### src/rtl/gate_bist.sv
// gate_bist: self-test engine for a 2-input bitwise gate block.
// Walks every {a,b} vector, waits SETTLE_CYCLES, samples y and compares it
// against the expected GATE_OP function, counting mismatches.
// Optional build macro: GATE_BIST_STOP_ON_FAIL_EN -- end the run at the first
// mismatch instead of sweeping all vectors.
module gate_bist #(
  parameter int WIDTH         = 1,
  parameter int SETTLE_CYCLES = 2,
  parameter int GATE_OP       = 0,
  parameter int ERR_CNT_W     = 8
) (
  input  logic                   clk,
  input  logic                   rst_n,
  input  logic                   start,
  output logic [WIDTH-1:0]       a,
  output logic [WIDTH-1:0]       b,
  input  logic [WIDTH-1:0]       y,
  output logic                   busy,
  output logic                   done,
  output logic                   pass,
  output logic [ERR_CNT_W-1:0]   err_count,
  output logic [2*WIDTH-1:0]     first_fail_vec
);

  localparam int VW = 2 * WIDTH;

  localparam logic [2:0] S_IDLE   = 3'd0;
  localparam logic [2:0] S_APPLY  = 3'd1;
  localparam logic [2:0] S_SETTLE = 3'd2;
  localparam logic [2:0] S_CHECK  = 3'd3;
  localparam logic [2:0] S_DONE   = 3'd4;

  logic [2:0]           state_q, state_d;
  logic [VW-1:0]        vec_q, vec_d;
  logic [3:0]           cnt_q, cnt_d;
  logic [WIDTH-1:0]     a_q, a_d, b_q, b_d;
  logic                 busy_q, busy_d;
  logic                 done_q, done_d;
  logic                 pass_q, pass_d;
  logic [ERR_CNT_W-1:0] err_q, err_d;
  logic [VW-1:0]        ffv_q, ffv_d;

  logic [WIDTH-1:0]     exp_y;
  logic                 mismatch;
  logic                 stop_now;

  // Expected gate response for the vector currently driven on a/b
  always_comb begin
    exp_y = '0;
    case (GATE_OP)
      0:       exp_y = a_q & b_q;
      1:       exp_y = a_q | b_q;
      2:       exp_y = a_q ^ b_q;
      default: exp_y = ~(a_q & b_q);
    endcase
    mismatch = (y != exp_y);
  end

  // Sequencer next-state: vector walk, settle countdown, check and scoring
  always_comb begin
    state_d  = state_q;
    vec_d    = vec_q;
    cnt_d    = cnt_q;
    a_d      = a_q;
    b_d      = b_q;
    busy_d   = busy_q;
    done_d   = done_q;
    pass_d   = pass_q;
    err_d    = err_q;
    ffv_d    = ffv_q;
    stop_now = 1'b0;
    case (state_q)
      S_IDLE, S_DONE: begin
        if (start) begin
          vec_d   = '0;
          err_d   = '0;
          ffv_d   = '0;
          done_d  = 1'b0;
          pass_d  = 1'b0;
          busy_d  = 1'b1;
          state_d = S_APPLY;
        end
      end
      S_APPLY: begin
        {a_d, b_d} = vec_q;
        cnt_d      = 4'(SETTLE_CYCLES);
        state_d    = (SETTLE_CYCLES == 0) ? S_CHECK : S_SETTLE;
      end
      S_SETTLE: begin
        if (cnt_q <= 4'd1) state_d = S_CHECK;
        else               cnt_d   = cnt_q - 4'd1;
      end
      S_CHECK: begin
        if (mismatch) begin
          if (err_q != '1) err_d = err_q + ERR_CNT_W'(1);
          // the counter saturates and never wraps, so zero means no prior miss
          if (err_q == '0) ffv_d = {a_q, b_q};
`ifdef GATE_BIST_STOP_ON_FAIL_EN
          stop_now = 1'b1;
`else
          stop_now = 1'b0;
`endif
        end
        if (stop_now || (vec_q == '1)) begin
          state_d = S_DONE;
          busy_d  = 1'b0;
          done_d  = 1'b1;
          pass_d  = (err_d == '0);
        end else begin
          vec_d   = vec_q + VW'(1);
          state_d = S_APPLY;
        end
      end
      default: state_d = S_IDLE;
    endcase
  end

  // State and output registers, asynchronously cleared
  always_ff @(posedge clk or negedge rst_n) begin
    if (!rst_n) begin
      state_q <= S_IDLE;
      vec_q   <= '0;
      cnt_q   <= '0;
      a_q     <= '0;
      b_q     <= '0;
      busy_q  <= 1'b0;
      done_q  <= 1'b0;
      pass_q  <= 1'b0;
      err_q   <= '0;
      ffv_q   <= '0;
    end else begin
      state_q <= state_d;
      vec_q   <= vec_d;
      cnt_q   <= cnt_d;
      a_q     <= a_d;
      b_q     <= b_d;
      busy_q  <= busy_d;
      done_q  <= done_d;
      pass_q  <= pass_d;
      err_q   <= err_d;
      ffv_q   <= ffv_d;
    end
  end

  assign a              = a_q;
  assign b              = b_q;
  assign busy           = busy_q;
  assign done           = done_q;
  assign pass           = pass_q;
  assign err_count      = err_q;
  assign first_fail_vec = ffv_q;

endmodule

### config.mk
export PLATFORM = sky130hd
export DESIGN_NAME = gate_bist
export DESIGN_NICKNAME = d
export VERILOG_FILES = /design/src/rtl/gate_bist.sv
export SDC_FILE = /design/constraint.sdc
export NUM_CORES = 1
export LEC_CHECK = 0
export CELL_PAD_IN_SITES_DETAIL_PLACEMENT = 1
export CELL_PAD_IN_SITES_GLOBAL_PLACEMENT = 2
export CORE_UTILIZATION = 34
export CTS_CLUSTER_DIAMETER = 120
export DETAILED_ROUTE_END_ITERATION = 10
export PLACE_DENSITY = 0.87
export SLEW_MARGIN = 25
export SYNTH_ARGS = -nofsm -noshare
export SYNTH_HDL_FRONTEND = slang
export SYNTH_SLANG_ARGS = --single-unit
### constraint.sdc
create_clock -name clk -period 2.15 [get_ports clk]
set_clock_uncertainty 0.05 [all_clocks]
set_input_delay 0.3225 -clock clk [delete_from_list [all_inputs] [get_ports clk]]
set_output_delay 0.3225 -clock clk [all_outputs]
set_load 0.02 [all_outputs]
Yosys cells after proc, flatten, opt, wreduce, memory -nomap -nowiden
Index checks and enable logic that the tools add are counted.
{"block": "op_classes", "mux": 26, "addsub": 3, "reduce_logical": 13, "eq_ne": 14, "magnitude_cmp": 1, "bitwise": 1}
{"operator": "8-bit two-way mux", "count": 4}
{"operator": "8-bit zero test", "count": 2}
{"operator": "8-bit case mux with 2 select lines", "count": 1}
{"operator": "2-bit != test, second input constant", "count": 7}
{"operator": "3-bit case mux with 4 select lines", "count": 1}
{"operator": "3-bit two-way mux", "count": 3}
{"operator": "8-bit by 1-bit adder with 8-bit output, second input constant", "count": 1}
{"operator": "2-bit two-way mux", "count": 4}
{"operator": "8-bit != test, second input constant", "count": 1}
{"operator": "2-bit case mux with 2 select lines", "count": 2}
{"operator": "4-bit case mux with 2 select lines", "count": 1}
{"operator": "3-bit by 2-bit == test with 1-bit output, second input constant", "count": 2}
{"operator": "1-bit two-way mux", "count": 6}
{"operator": "1-bit case mux with 2 select lines", "count": 3}
{"operator": "2-bit AND reduction", "count": 3}
{"operator": "3-bit AND reduction", "count": 2}
{"operator": "4-bit by 1-bit <= comparator with 1-bit output, second input constant", "count": 1}
{"operator": "4-bit two-way mux", "count": 1}
{"operator": "4-bit AND reduction", "count": 1}
{"operator": "2-bit nonzero test", "count": 2}
{"operator": "4-bit by 1-bit subtractor with 4-bit output, second input constant", "count": 1}
{"operator": "3-bit by 1-bit == test with 1-bit output, second input constant", "count": 1}
{"operator": "3-bit == test, second input constant", "count": 1}
{"operator": "3-bit zero test", "count": 1}
{"operator": "other kinds (6)", "count": 6}
{"block": "word_totals", "in_bits": 4, "wordCells": 68, "output_inout_bits": 15, "ff_bits": 24}

Longest topological paths before layout
{"block": "logic_depth", "word_depth": 7, "ltp_mapped": 6, "ltp_nobuf": 6}

Worst setup path after synthesis
Ideal clock, no wire load.
{"block": "synth_path", "path_kind": "register to register", "from": "register a_q (netlist: a)", "to": "register pass_q (netlist: pass)", "path_buffers": 1, "synth_period_minus_slack_ns": 1.659, "setup_slack_ns": 0.491, "path_stages_with_launch": 7, "setup_ns": 0.095, "arrival_time_ns": 1.514, "required_time_ns": 2.005, "path_cell_list": "dfrtp_1 > and3b_1 > buf_6 > o2111ai_2 > mux2i_1 > o211ai_1 > o31ai_1"}
{"block": "synth_between", "elab_chain_cells": 7}
{"element": "start, declared", "line_no": "36", "text": "logic [WIDTH-1:0] a_q, a_d, b_q, b_d;"}
{"element": "start signal, assigned", "line_no": "124", "text": "a_q <= '0;"}
{"element": "start signal, assigned", "line_no": "135", "text": "a_q <= a_d;"}
{"element": "1-bit AND"}
{"element": "1-bit != test", "line_no": "56", "text": "mismatch = (y != exp_y);"}
{"element": "8-bit two-way mux", "line_no": "94", "text": "if (mismatch) begin"}
{"element": "8-bit two-way mux", "line_no": "72", "text": "case (state_q)"}
{"element": "8-bit zero test", "line_no": "108", "text": "pass_d = (err_d == '0);"}
{"element": "1-bit two-way mux", "line_no": "104", "text": "if (stop_now || (vec_q == '1)) begin"}
{"element": "1-bit case mux with 2 select lines", "line_no": "72"}
{"element": "end signal, assigned", "line_no": "139", "text": "pass_q <= pass_d;"}
{"element": "end, declared", "line_no": "39", "text": "logic pass_q, pass_d;"}
Every way passes these cells. The select of a mux whose other input is x is not followed.
A chain may end at the register's enable or synchronous reset.

Worst setup path after layout
{"block": "layout_path", "from": "register err_q[2] (netlist: err_count[2])", "to": "output port err_count[2]"}
{"element": "start, declared", "line_no": "40", "text": "logic [ERR_CNT_W-1:0] err_q, err_d;"}
{"element": "start signal, assigned", "line_no": "140", "text": "err_q <= err_d;"}
{"element": "end, declared", "line_no": "21", "text": "output logic [ERR_CNT_W-1:0] err_count,"}
No word-level cell between the ends.

==> metrics.md <==
| Metric | Value |
|---|---|
| Largest cells by area after synthesis | `dfrtp_1, mux2i_1, nand2_1, ha_1, o21ai_0` |
| CP max FO | `11` |
| Die X | `67.20 um` |
| Most common cell after layout, fill and taps aside | `dfrtp_1` |
| Endpoint of the worst setup timing path | `err_count[2]` |
| Post-DP HPWL | `about 2.7 mm` |
| DR iter-0 viols | `47` |
| CP max stage delay | `between 600 and 700 ps` |
| Leak | `~0.75 nW` |
| CTS Sinks | `24` |
| Tot Pwr | `a little over 2 mW` |
| Initial antenna violation count | `0` |
| Pwr Density | `1172 nW/um^2` |
| Mapped Area | `roughly 1400 um^2` |
| CP Buf/Inv Count | `1` |
| Final Cycle Share | `roughly 89%` |
| P&R area growth vs syn | `19.65%` |
| Crit path max-delay family | `buffers and inverters` |
| Cells after DPL | `220` |
| Worst-skew pair later-pin latency | `roughly 270 ps` |
| Crit-path cells | `clkdlybuf4s50_1` |
| Post-route DRC | `0` |
| Critical Path Slowest Stage Cell | `clkdlybuf4s50_1` |
| Remaining antenna violation count | `0` |
| Row count | `23` |
| Post-synth net total | `162` |
| Critical Path Source | `err_count[2]$_DFFE_PN0P_` |
| Post-cts sizing count | `0` |
| Starting density of the core | `a little over a third` |
| Fmax | `roughly 520 MHz` |
| Synth unique cells | `41` |
| Via count | `1244` |
| Count of final setup violators | `0` |
| Ant diodes | `0` |
| Post-synthesis cell count | `between 150 and 200` |
| Peak supply drop | `a little under 0.0005 V` |
| Final min period | `1921 ps` |
| Worst EP arrival | `1550 ps` |
| CP endpoint kind | `primary output` |
| Ys Warns | `0` |
| TritonRoute pass-1 iters | `4` |
| Pre-CTS worst setup slack | `around 86 ps` |
| Via density | `roughly 5.6` |
| RD Place Congestion | `about 0.92` |
| Met1 wire length | `approximately 1.7 mm` |
| Drt wl/cell | `between 15 and 20 um` |
| Final hold vios | `0` |
| Num CTS Buffers | `3` |
| Outcome | `finished clean` |
| GR Overflow Total | `0` |
| TNS Setup | `0 ps` |
| Die Y | `between 60 and 70 um` |
| Vias in the first global route | `between 1000 and 1500` |
| Setup bufs post-CTS | `0` |
| R2R cell count | `5` |
| Uppermost layer routed | `met4` |
| CTS root buffer | `clkbuf_8` |
| Mean Syn Cell Area | `around 9.4 um^2` |
| R2R Setup Slk | `300 ps` |
| Nets | `between 150 and 200` |
| Max Cap Viol | `0` |
| Post-synth top area share | `between 40% and 50%` |
| Req. time, crit path | `about 1800 ps` |
| Largest net degree at the start of global routing | `25` |
| Worst Path Class, Setup | `reg -> out` |
| Worst Slack Setup Final | `228.9 ps` |
| WL final | `roughly 3.6 mm` |
| Non-filler cells, final | `roughly 220` |
| CP startpoint kind | `flip-flop` |
| Core area | `4029 um^2` |
| DR WL met3 | `101 um` |
| Clk slew on worst S/H paths | `90 ps` |
| Clock buffer depth | `2` |
| CTS H-tree lvls | `1` |
| Slew margin rel. | `73.88%` |
| Levels on crit path | `1` |
| Die area | `4515 um^2` |
| Critical R2R Capture | `pass$_DFFE_PN0P_` |
| Num ports | `19` |
| Seq/Total Area, Yosys | `approximately two fifths` |
| Total GRT Usage | `about a fifth` |
| Port buffer count | `18` |
| Hold Path Class | `in -> async` |
| Fill cells | `approximately 480` |
| Metal2 WL | `about 1.8 mm` |
| Share of post-route cells with drive strength above 1 | `between 10% and 20%` |
| Cell accounting for the most synthesized area | `dfrtp_1` |
| Slew Viols, Final | `0` |
| #FFs+latches synth | `24` |
| CTS tree | `built` |
| RSZ-0062 raised after global routing | `false` |
| Most frequent cells in the layout | `dfrtp_1, nand2_1, clkdlybuf4s50_1, nor2_1, o21ai_0` |
| Slew @ Worst Pin | `just under 400 ps` |
| Reg-to-reg startpoint | `err_count[2]$_DFFE_PN0P_` |
| Global-route wire length before repair | `between 6 and 7 mm` |
| Hold buffers post-CTS | `0` |
-- logic make-up after synthesis --
logic type / share of synthesized area [%]
AND/OR/NAND/NOR: 19.31
XOR/XNOR: 1.212
flip-flops: 41.56
multiplexers: 9.437
AO/OA/AOI/OAI: 18.53
adder cells (fa/ha/maj): 4.329
buffers and inverters: 5.628
-- cell type report --
class / instances / area [um^2] / share of cell area [%]
Inverter: 10 / 37.54 / 2.171
Sequential cell: 24 / 600.6 / 34.73
Multi-Input combinational cell: 114 / 763.2 / 44.14
Tap cell: 50 / 62.56 / 3.618
Timing Repair Buffer: 22 / 210.2 / 12.16
Clock buffer: 4 / 55.05 / 3.184
-- routing by layer --
metal | up-vias | track usage (%)
li1 | 590 | -
met1 | 615 | 24.82
met2 | 32 | 30.38
met3 | 7 | 2.196
met4 | 0 | 7.713
met5 | - | 0
-- power by group --
part,internal [mW],leakage (nW),switching (mW)
Combinational,0.422,0.410,0.523
Clock,0.164,0.0288,0.157
Sequential,0.588,0.314,0.173
Total,1.17,0.753,0.853
-- how the worst min path moves through the flow --
stage | to | depth (start not counted) | slack, ps | from
floorplan | a$_DFFE_PN0P_ | 0 | -20 | rst_n
global placement | done$_DFFE_PN0P_ | 2 | 420 | done$_DFFE_PN0P_
finish | err_count[6]$_DFFE_PN0P_ | 2 | 350 | rst_n
CTS | err_count[7]$_DFFE_PN0P_ | 2 | 360 | rst_n
detailed placement | done$_DFFE_PN0P_ | 2 | 430 | done$_DFFE_PN0P_
global route | err_count[6]$_DFFE_PN0P_ | 2 | 380 | rst_n
-- synthesized netlist by cell type --
cell and instances:
a21boi_2 1, a21oi_1 3, a22o_1 2, a31o_2 1, a31oi_1 2, a32oi_1 2
and2b_1 1, and3_2 2, and3b_1 1, and4_1 1, and4_4 1, buf_2 2
buf_6 3, dfrtp_1 24, ha_1 5, inv_1 10, mux2_1 1, mux2_2 4
mux2i_1 8, nand2_1 18, nand2b_1 2, nand3_1 5, nand4_1 3, nor2_1 15
nor3_1 5, nor3b_1 1, nor4b_1 1, o2111ai_2 2, o211a_1 1, o211ai_1 3
o21a_1 1, o21a_2 1, o21ai_0 12, o21ai_2 1, o22a_1 1, o22ai_1 2
o2bb2ai_1 1, o31ai_1 1, or2_1 1, xnor2_1 1, xor2_1 1
-- metrics by stage --
| step | cell area [um^2] | utilization, % | hold slack (ps) |
|---|---|---|---|
| after floorplan | 1445 | - | -23.09 |
| after global placement | 1674 | 41.55 | 419.7 |
| after detailed placement | 1674 | 41.55 | 431.9 |
| after CTS | 1729 | 42.92 | 364.5 |
| after global routing | 1729 | 42.92 | 380.1 |
| final | 1729 | 42.92 | 351.9 |
-- sequential cells by signal (all words and copies together), names as in the netlist --
name,cells
err_count,8
cnt_q,4
state_q,3
first_fail_vec,2
vec_q,2
a,1
b,1
busy,1
done,1
pass,1
Power figures use the tool's default switching activity.
